==> src/rtl/alu_seq.sv <==
// alu_seq: sequential ALU, registered result and {N,Z,V,C} flag register.
// Define ALU_SEQ_MUL_EN to build opcode 14 as a multi-cycle shift-add multiply.
module alu_seq #(
  parameter int WIDTH = 8
) (
  input  logic             clk,
  input  logic             rst,
  input  logic             in_valid,
  output logic             in_ready,
  input  logic [3:0]       op,
  input  logic [WIDTH-1:0] a,
  input  logic [WIDTH-1:0] b,
  input  logic             flag_clr,
  output logic             out_valid,
  input  logic             out_ready,
  output logic [WIDTH-1:0] result,
  output logic [WIDTH-1:0] result_hi,
  output logic [3:0]       flags,
  output logic             err
);

  localparam logic [1:0] S_IDLE = 2'd0;
`ifdef ALU_SEQ_MUL_EN
  localparam logic [1:0] S_BUSY = 2'd1;
  localparam int         CW     = $clog2(WIDTH);
`endif
  localparam logic [1:0] S_DONE = 2'd2;

  logic [1:0]       state_q, state_d;
  logic [WIDTH-1:0] result_q, result_d;
  logic [WIDTH-1:0] result_hi_q, result_hi_d;
  logic [3:0]       flags_q, flags_d;
  logic             err_q, err_d;

  logic             accept;
  logic [WIDTH:0]   sum;
  logic [WIDTH-1:0] opb;
  logic             cin;
  logic             arith;
  logic [WIDTH-1:0] alu_res;
  logic             alu_c;
  logic             alu_v;
  logic             alu_err;
  logic [3:0]       alu_flags;

`ifdef ALU_SEQ_MUL_EN
  logic [2*WIDTH-1:0] prod_q, prod_d;
  logic [WIDTH-1:0]   mcand_q, mcand_d;
  logic [CW-1:0]      cnt_q, cnt_d;
  logic [WIDTH:0]     mul_sum;
  logic [2*WIDTH-1:0] prod_nxt;
  logic [3:0]         mul_flags;
`endif

  assign in_ready  = (state_q == S_IDLE) ||
                     ((state_q == S_DONE) && out_ready);
  assign accept    = in_valid && in_ready;
  assign out_valid = (state_q == S_DONE);
  assign result    = result_q;
  assign result_hi = result_hi_q;
  assign flags     = flags_q;
  assign err       = err_q;

  // Single-cycle datapath: result and candidate flags for the presented op.
  always_comb begin
    sum     = '0;
    opb     = b;
    cin     = 1'b0;
    arith   = 1'b0;
    alu_res = '0;
    alu_c   = flags_q[0];
    alu_v   = 1'b0;
    alu_err = 1'b0;
    unique case (op)
      4'd0: arith = 1'b1;
      4'd1: begin
        arith = 1'b1;
        cin   = flags_q[0];
      end
      4'd2: begin
        arith = 1'b1;
        opb   = ~b;
        cin   = 1'b1;
      end
      4'd3: begin
        arith = 1'b1;
        opb   = ~b;
        cin   = flags_q[0];
      end
      4'd4:  alu_res = a & b;
      4'd5:  alu_res = a | b;
      4'd6:  alu_res = a ^ b;
      4'd7:  alu_res = ~a;
      4'd8: begin
        alu_res = {a[WIDTH-2:0], 1'b0};
        alu_c   = a[WIDTH-1];
        alu_v   = a[WIDTH-1] ^ a[WIDTH-2];
      end
      4'd9: begin
        alu_res = {1'b0, a[WIDTH-1:1]};
        alu_c   = a[0];
      end
      4'd10: begin
        alu_res = {a[WIDTH-2:0], flags_q[0]};
        alu_c   = a[WIDTH-1];
      end
      4'd11: begin
        alu_res = {flags_q[0], a[WIDTH-1:1]};
        alu_c   = a[0];
      end
      4'd12: begin
        alu_res = {a[WIDTH-1], a[WIDTH-1:1]};
        alu_c   = a[0];
      end
      4'd13: alu_res = b;
      default: alu_err = 1'b1;
    endcase
    if (arith) begin
      sum     = {1'b0, a} + {1'b0, opb} + {{WIDTH{1'b0}}, cin};
      alu_res = sum[WIDTH-1:0];
      alu_c   = sum[WIDTH];
      alu_v   = (a[WIDTH-1] == opb[WIDTH-1]) &&
                (sum[WIDTH-1] != a[WIDTH-1]);
    end
    alu_flags = {alu_res[WIDTH-1], ~|alu_res, alu_v, alu_c};
  end

`ifdef ALU_SEQ_MUL_EN
  // One shift-add step: add multiplicand into the high half, shift right.
  always_comb begin
    mul_sum  = {1'b0, prod_q[2*WIDTH-1:WIDTH]} +
               (prod_q[0] ? {1'b0, mcand_q} : '0);
    prod_nxt = {mul_sum, prod_q[WIDTH-1:1]};
    mul_flags = {prod_nxt[2*WIDTH-1], ~|prod_nxt,
                 |prod_nxt[2*WIDTH-1:WIDTH],
                 |prod_nxt[2*WIDTH-1:WIDTH]};
  end
`endif

  // FSM next state; flags only load when entering DONE, which beats flag_clr.
  always_comb begin
    state_d     = state_q;
    result_d    = result_q;
    result_hi_d = result_hi_q;
    flags_d     = flag_clr ? 4'h0 : flags_q;
    err_d       = err_q;
`ifdef ALU_SEQ_MUL_EN
    prod_d  = prod_q;
    mcand_d = mcand_q;
    cnt_d   = cnt_q;
`endif
    unique case (state_q)
      S_IDLE, S_DONE: begin
        if (state_q == S_DONE && out_ready) state_d = S_IDLE;
        if (accept) begin
`ifdef ALU_SEQ_MUL_EN
          if (op == 4'd14) begin
            state_d = S_BUSY;
            prod_d  = {{WIDTH{1'b0}}, b};
            mcand_d = a;
            cnt_d   = '0;
          end else
`endif
          begin
            state_d     = S_DONE;
            result_d    = alu_res;
            result_hi_d = '0;
            err_d       = alu_err;
            if (!alu_err) flags_d = alu_flags;
          end
        end
      end
`ifdef ALU_SEQ_MUL_EN
      S_BUSY: begin
        prod_d = prod_nxt;
        cnt_d  = cnt_q + CW'(1);
        if (cnt_q == CW'(WIDTH - 1)) begin
          state_d     = S_DONE;
          result_d    = prod_nxt[WIDTH-1:0];
          result_hi_d = prod_nxt[2*WIDTH-1:WIDTH];
          err_d       = 1'b0;
          flags_d     = mul_flags;
        end
      end
`endif
      default: state_d = S_IDLE;
    endcase
  end

  // Architectural state registers.
  always_ff @(posedge clk) begin
    if (rst) begin
      state_q     <= S_IDLE;
      result_q    <= '0;
      result_hi_q <= '0;
      flags_q     <= 4'h0;
      err_q       <= 1'b0;
    end else begin
      state_q     <= state_d;
      result_q    <= result_d;
      result_hi_q <= result_hi_d;
      flags_q     <= flags_d;
      err_q       <= err_d;
    end
  end

`ifdef ALU_SEQ_MUL_EN
  // Multiplier working registers.
  always_ff @(posedge clk) begin
    if (rst) begin
      prod_q  <= '0;
      mcand_q <= '0;
      cnt_q   <= '0;
    end else begin
      prod_q  <= prod_d;
      mcand_q <= mcand_d;
      cnt_q   <= cnt_d;
    end
  end
`endif

endmodule

==> config.mk <==
export PLATFORM = sky130hd
export DESIGN_NAME = alu_seq
export DESIGN_NICKNAME = d
export VERILOG_FILES = /design/src/rtl/alu_seq.sv
export SDC_FILE = /design/constraint.sdc
export NUM_CORES = 1
export LEC_CHECK = 0
export ABC_AREA = 1
export CAP_MARGIN = 20
export CORE_MARGIN = 2
export CORE_UTILIZATION = 25
export DETAILED_ROUTE_END_ITERATION = 12
export PLACE_DENSITY = 0.49
export SLEW_MARGIN = 30
export SYNTH_ARGS = -nofsm -noshare
export SYNTH_HDL_FRONTEND = slang
export SYNTH_SLANG_ARGS = --single-unit
==> constraint.sdc <==
create_clock -name clk -period 4.5 [get_ports clk]
set_clock_uncertainty 0.05 [all_clocks]
set_input_delay 0.45 -clock clk [delete_from_list [all_inputs] [get_ports clk]]
set_output_delay 0.45 -clock clk [all_outputs]
set_load 0.05 [all_outputs]
==> flow_metrics.tcl, run 1 <==
set metrics [dict create \
    path_class "in2reg" \
    r2r_slack_ns 2.33 \
    antenna_found_initial 0 \
    fin_area_mm2 0.00251 \
    path_clk_slew_ns 0.06 \
    yosys-top-cells-area "nand2_1 (21%), ha_1 (14%), dfxtp_1 (14%)" \
    rows 32 \
    synth_most_common_cell "nand2_1" \
    multiInputGateArea_mm2 0.00147 \
    p_seq_share_pct 26.7 \
    synth_area_per_cell_um2 5.73 \
    hold_viol 0 \
    cp_top_family "simple AND/OR/NAND/NOR gates" \
    start_util_pct 25.8 \
    worstHoldStart "flags[3]$_SDFF_PP0_" \
    route.detailed.drc 0 \
    routedWlPerCell_um 12.1 \
    die_w_um 93.3 \
    period_share_pct 73.0 \
    pin_count 48 \
    gp_congestion 0.863 \
    crit_required_ns 4.59 \
    r2r_end "flags[2]$_SDFF_PP0_" \
    switchingPower_w 0.000220 \
    maxCapViolCount 0 \
    slew_headroom_pct 55.4 \
    power_density_mw_per_mm2 206 \
    max_stage_delay_ns 0.61 \
    cts-hold-fix-buffers 0 \
    worstPathArrival_ns 3.38 \
    drt-total-wl_um 5890 \
    status "finished, final reports clean" \
    hp-class "reg2reg" \
    timing.rr.start "flags[0]$_SDFFE_PP0P_" \
    ys_async_sr_fraction_pct 0 \
    cts-buffers-inserted 3 \
    end_kind "flip-flop" \
    hpwlAfterDp_um 4890 \
    tns_ns 0 \
    clkPwrFrac_pct 23.8 \
    fp.dieH_um 93.3 \
    setup_viol 0 \
    critPathBufInv 4 \
    synth_edf_count 0 \
    portBuffers 39 \
    clock-sinks 14 \
    grt_max_degree 18 \
    die_area_mm2 0.00871 \
    cts_resized 0 \
    syn_to_final_growth_pct 26.0 \
    reg2regPathDepth 11 \
    drtIter0Drc 68 \
    internal_power_w 0.000299 \
    grt_pass1_vias 2035 \
    synth_seq_cells 14 \
    overflow 0 \
    cp_max_fo 8 \
    netlist.area_leader.share_pct 20.9 \
    period_needed_ns 3.28 \
    synth_commonest_cells "nand2_1 (111), inv_1 (47), nor2_1 (47)" \
    rsz0062_at_grt "no" \
    drv_slew 0 \
    n_fill_cell 862 \
    netlist_instances 348 \
    cts_setup_buffers 0 \
    clock_latency_ns 0.25 \
    ant_nets 0 \
    crit_top_cell "nand2_1" \
    cellLeakagePower_nw 1.32 \
    ys_warn_count 0 \
    clockBufferDepth 2 \
    cts-root-buf "clkbuf_8" \
    ys_seq_area_share_pct 14.0 \
    worstPathCellList "clkdlybuf4s50_1 > inv_1 > nand2_1 > inv_2 > nand2_2 > xor2_1 > fa_1 > inv_1 > fa_1 > nand2_1 > nand2_1 > nand3b_1 > nand2_1 > nand2_1 > nand3_1 > nand2_1 > nor2_1 > nand3_1 > nand2_1" \
    ir_worst_vdd_uv 86.3 \
    cp_slowest_cell "clkdlybuf4s50_1" \
    core_area_mm2 0.00773 \
    ys.flop_type "dfxtp_1" \
    worst_setup_path_start_kind "primary input" \
    htree_levels 1 \
    synth.cell_area_mm2 0.00200 \
    yosysUniqueCellTypes 26 \
    grt_pass1_wl_um 9890 \
    hold_path_end "flags[3]$_SDFF_PP0_" \
    grt_usage_pct 14.2 \
    ff_latch_area_um2 280 \
    max_freq_mhz 304 \
    vias_per_cell 4.43 \
    cts_tree "done" \
    swShare_pct 42.4 \
    holdPathStages 2 \
    num_antenna_cells 0 \
    via_count 2163 \
    power_frac_comb_pct 49.5 \
    detail_route.first_pass.iterations 4 \
    drive_gt1_share_pct 4.40 \
    finalNetCount 437 \
    dpl_cell_area_mm2 0.00246 \
    yosysTopAreaCell "nand2_1" \
    tightestPinTransition_ns 0.668 \
]
-- sequential cells by signal, summed over array words and instances (netlist names) --
name / flops
state_q: 1
result: 8
flags: 4
err: 1
-- area by class of cell --
type / count / share of cell area [%]
Clock buffer: 4 / 2.19
Inverter: 51 / 7.61
Multi-Input combinational cell: 278 / 58.5
Sequential cell: 14 / 11.1
Tap cell: 102 / 5.07
Timing Repair Buffer: 39 / 15.5
-- layout by cell type, fill, tap and decap left out, types with 2 or more instances in the layout --
master / instances
nand2_1: 111
inv_1: 47
nor2_1: 47
clkdlybuf4s50_1: 39
nand3_1: 29
ha_1: 23
a21oi_1: 14
dfxtp_1: 14
o21ai_0: 10
xor2_1: 9
conb_1: 8
nand4_1: 5
inv_2: 4
nor2_2: 4
nand3b_1: 4
clkbuf_8: 4
nand2_2: 3
o211ai_1: 3
fa_1: 2
-- metrics by stage --
| step | hold WS (ns) | setup WS, ns | power [W] | instances | utilization [%] |
|---|---|---|---|---|---|
| after floorplan | 0.469 | 1.77 | 0.000320 | 355 | - |
| after global placement | 0.417 | 1.06 | 0.000399 | 484 | 31.8 |
| after detailed placement | 0.412 | 0.951 | 0.000398 | 484 | 31.8 |
| after CTS | 0.423 | 1.21 | 0.000524 | 488 | 32.5 |
| after global routing | 0.456 | 0.876 | 0.000563 | 488 | 32.5 |
| final | 0.421 | 1.22 | 0.000518 | 488 | 32.5 |
-- how the worst max path moves through the flow --
stage                                         to  cells after the start  start  slack (ns)
after floorplan           result[6]$_SDFFE_PP0P_                     18  op[3]        1.77
after global placement       flags[2]$_SDFF_PP0_                     16  op[3]        1.06
after detailed placement     flags[2]$_SDFF_PP0_                     16  op[3]        0.95
after CTS                    flags[2]$_SDFF_PP0_                     16  op[3]        1.21
after global routing       flags[0]$_SDFFE_PP0P_                     19  op[3]        0.88
final                        flags[2]$_SDFF_PP0_                     19  op[3]        1.22
-- logic make-up (layout without fill, tap and decap cells) --
family | count (synthesis) | in the layout | synth area share (%)
simple gates | 205 | 205 | 42.8
buf+inv | 63 | 94 | 13.6
compound gates | 30 | 30 | 8.53
fa+ha+maj | 25 | 25 | 16.4
flops | 14 | 14 | 14.0
xor+xnor | 10 | 10 | 4.39
other cells | 1 | 8 | 0.188
-- power groups by stage --
stage	registers, W	clock network [W]	logic (W)
floorplan	0.000172	0	0.000148
global placement	0.000142	0	0.000257
detailed placement	0.000141	0	0.000256
CTS	0.000139	0.000128	0.000258
global route	0.000140	0.000135	0.000289
finish	0.000139	0.000123	0.000256
-- worst register-to-register path: stages, from the launching register on --
cell and delay, ns:
dfxtp_1 0.44, o211ai_1 0.15, fa_1 0.37, inv_1 0.11
fa_1 0.41, inv_1 0.06, nor2_1 0.04, nor2_1 0.14
nand2_1 0.07, nor2_1 0.13, nand3_1 0.09, nand2_1 0.06
-- routing by layer --
layer / GRT usage [%] / up-vias / share of wire, % / wire (um)
li1: - / 1149 / - / -
met1: 19.9 / 952 / 49 / 2880
met2: 22.5 / 52 / 45 / 2630
met3: 2.18 / 10 / 4.3 / 253
met4: 3.92 / 0 / 2.2 / 130
met5: 0 / - / 0 / 0
Power figures use the tool's default switching activity.
==> run 2: changes to the inputs <==
Settings changed: PLACE_DENSITY 0.49 to 0.51.
Clock period 4.5 ns to 2.9 ns, I/O delays scaled along.
==> flow_metrics.tcl, run 2 (synthesis results as in run 1) <==
set metrics [dict create \
    status "finished, final reports clean" \
    max_freq_mhz 379 \
    via_count 2221 \
    end_kind "flip-flop" \
    worst_setup_path_start_kind "primary input" \
    worstPathCellList "clkdlybuf4s50_1 > inv_1 > nand2_1 > inv_2 > nand2_2 > xor2_1 > fa_1 > inv_1 > fa_1 > nand2_1 > nand2_1 > nand3b_1 > nand2_1 > nand2_1 > nand3_1 > nand2_1 > nor2_1 > nand3_1 > nand2_1" \
    die_area_mm2 0.00871 \
    detail_route.first_pass.iterations 4 \
    fp.dieH_um 93.3 \
    critPathBufInv 4 \
    die_w_um 93.3 \
    hpwlAfterDp_um 4950 \
    finalPower_w 0.000791 \
    internal_power_w 0.000449 \
    clockBufferDepth 2 \
    p_seq_share_pct 27.2 \
    routedWlPerCell_um 11.9 \
    final_cell_mix "nand2_1 (111), inv_1 (47), nor2_1 (47), clkdlybuf4s50_1 (39), nand3_1 (29)" \
    ir_worst_vdd_uv 128 \
    clock_latency_ns 0.24 \
    dpl_cell_area_mm2 0.00257 \
    cellLeakagePower_nw 1.38 \
    route.detailed.drc 0 \
    setup_ws_ns 0.259 \
    tns_ns 0 \
    antenna_found_initial 0 \
    cts_setup_buffers 0 \
    cts-buffers-inserted 3 \
    htree_levels 1 \
    cts_resized 0 \
    largest_register_ffs 8 \
    crit_required_ns 2.99 \
    crit_top_cell "nand2_1" \
    drt-total-wl_um 5960 \
    num_antenna_cells 0 \
    grt_pass1_wl_um 9560 \
    cts-hold-fix-buffers 0 \
    cts_tree "done" \
    maxCapViolCount 0 \
    period_needed_ns 2.64 \
    clkPwrFrac_pct 20.2 \
    grt_pass1_vias 1965 \
    ant_nets 0 \
    cts-root-buf "clkbuf_8" \
    cp_top_family "simple AND/OR/NAND/NOR gates" \
    syn_to_final_growth_pct 30.8 \
    hp-class "reg2reg" \
    fin_area_mm2 0.00261 \
    path_clk_slew_ns 0.06 \
    rsz0062_at_grt "no" \
    pin_count 48 \
    overflow 0 \
    slew_headroom_pct 66.4 \
    tightestPinTransition_ns 0.502 \
    power_frac_comb_pct 52.6 \
    place_ws_ns 0.0221 \
    vias_per_cell 4.44 \
    hold_viol 0 \
    max_stage_delay_ns 0.48 \
    grt_usage_pct 13.6 \
    cp_max_fo 3 \
    switchingPower_w 0.000341 \
    rows 32 \
    final_common_cell "nand2_1" \
    cp_slowest_cell "clkdlybuf4s50_1" \
    swShare_pct 43.2 \
    gp_congestion 0.875 \
    core_area_mm2 0.00773 \
    drive_gt1_share_pct 7.29 \
    path_class "in2reg" \
    portBuffers 39 \
    setup_viol 0 \
    start_util_pct 25.8 \
    period_share_pct 91.1 \
    drv_slew 0 \
    grt_max_degree 18 \
    power_density_mw_per_mm2 303 \
    worstPathArrival_ns 2.73 \
    clock-sinks 14 \
    drtIter0Drc 97 \
    finalNetCount 450 \
]
==> run 2: power groups by stage <==
| stage | combinational (W) | sequential (W) | clock (W) |
|---|---|---|---|
| final | 0.000416 | 0.000215 | 0.000160 |
| after global routing | 0.000460 | 0.000217 | 0.000172 |
| after CTS | 0.000417 | 0.000215 | 0.000166 |
| after detailed placement | 0.000414 | 0.000220 | 0 |
| after global placement | 0.000414 | 0.000219 | 0 |
| after floorplan | 0.000229 | 0.000267 | 0 |
==> run 2: area by class of cell <==
type | count | area [um2]
inverter | 51 | 191
tap | 102 | 128
multi-input combinational | 278 | 1470
timing repair buffer | 52 | 500
fill | 876 | 5120
clock buffer | 3 | 41.3
sequential | 14 | 280
==> run 2: routing by layer <==
| layer | track usage (%) | vias up | wire length, um |
|---|---|---|---|
| met5 | 0 | - | 0 |
| met4 | 1.84 | 0 | 53 |
| met3 | 1.85 | 4 | 204 |
| met2 | 22.6 | 39 | 2770 |
| met1 | 19.2 | 1002 | 2930 |
| li1 | - | 1176 | - |
==> run 2: worst register-to-register path: cells and delay by family, from the launching register on <==
family                   cells  cell delay (ns)
buffers and inverters        2             0.17
adder cells (fa/ha/maj)      2             0.60
flip-flops                   1             0.42
AND/OR/NAND/NOR              7             0.59
AO/OA/AOI/OAI                2             0.33
==> run 2: stage by stage <==
| step | instances | hold WS [ns] | utilization (%) |
|---|---|---|---|
| 6_report | 500 | 0.425 | 33.8 |
| 5_1_grt | 500 | 0.463 | 33.8 |
| 4_1_cts | 500 | 0.430 | 33.8 |
| 3_5_place_dp | 497 | 0.420 | 33.3 |
| 3_3_place_gp | 497 | 0.419 | 33.3 |
| 2_1_floorplan | 355 | 0.309 | - |
==> run 2: worst paths after layout <==
check                              from                endpoint  slack (ns)  cells after the start
setup / recovery                  op[3]     flags[2]$_SDFF_PP0_        0.26                     19
hold / removal      flags[3]$_SDFF_PP0_     flags[3]$_SDFF_PP0_        0.43                      2
setup reg to reg  flags[0]$_SDFFE_PP0P_  result[6]$_SDFFE_PP0P_        0.62                     13
hold reg to reg     flags[3]$_SDFF_PP0_     flags[3]$_SDFF_PP0_        0.43                      2
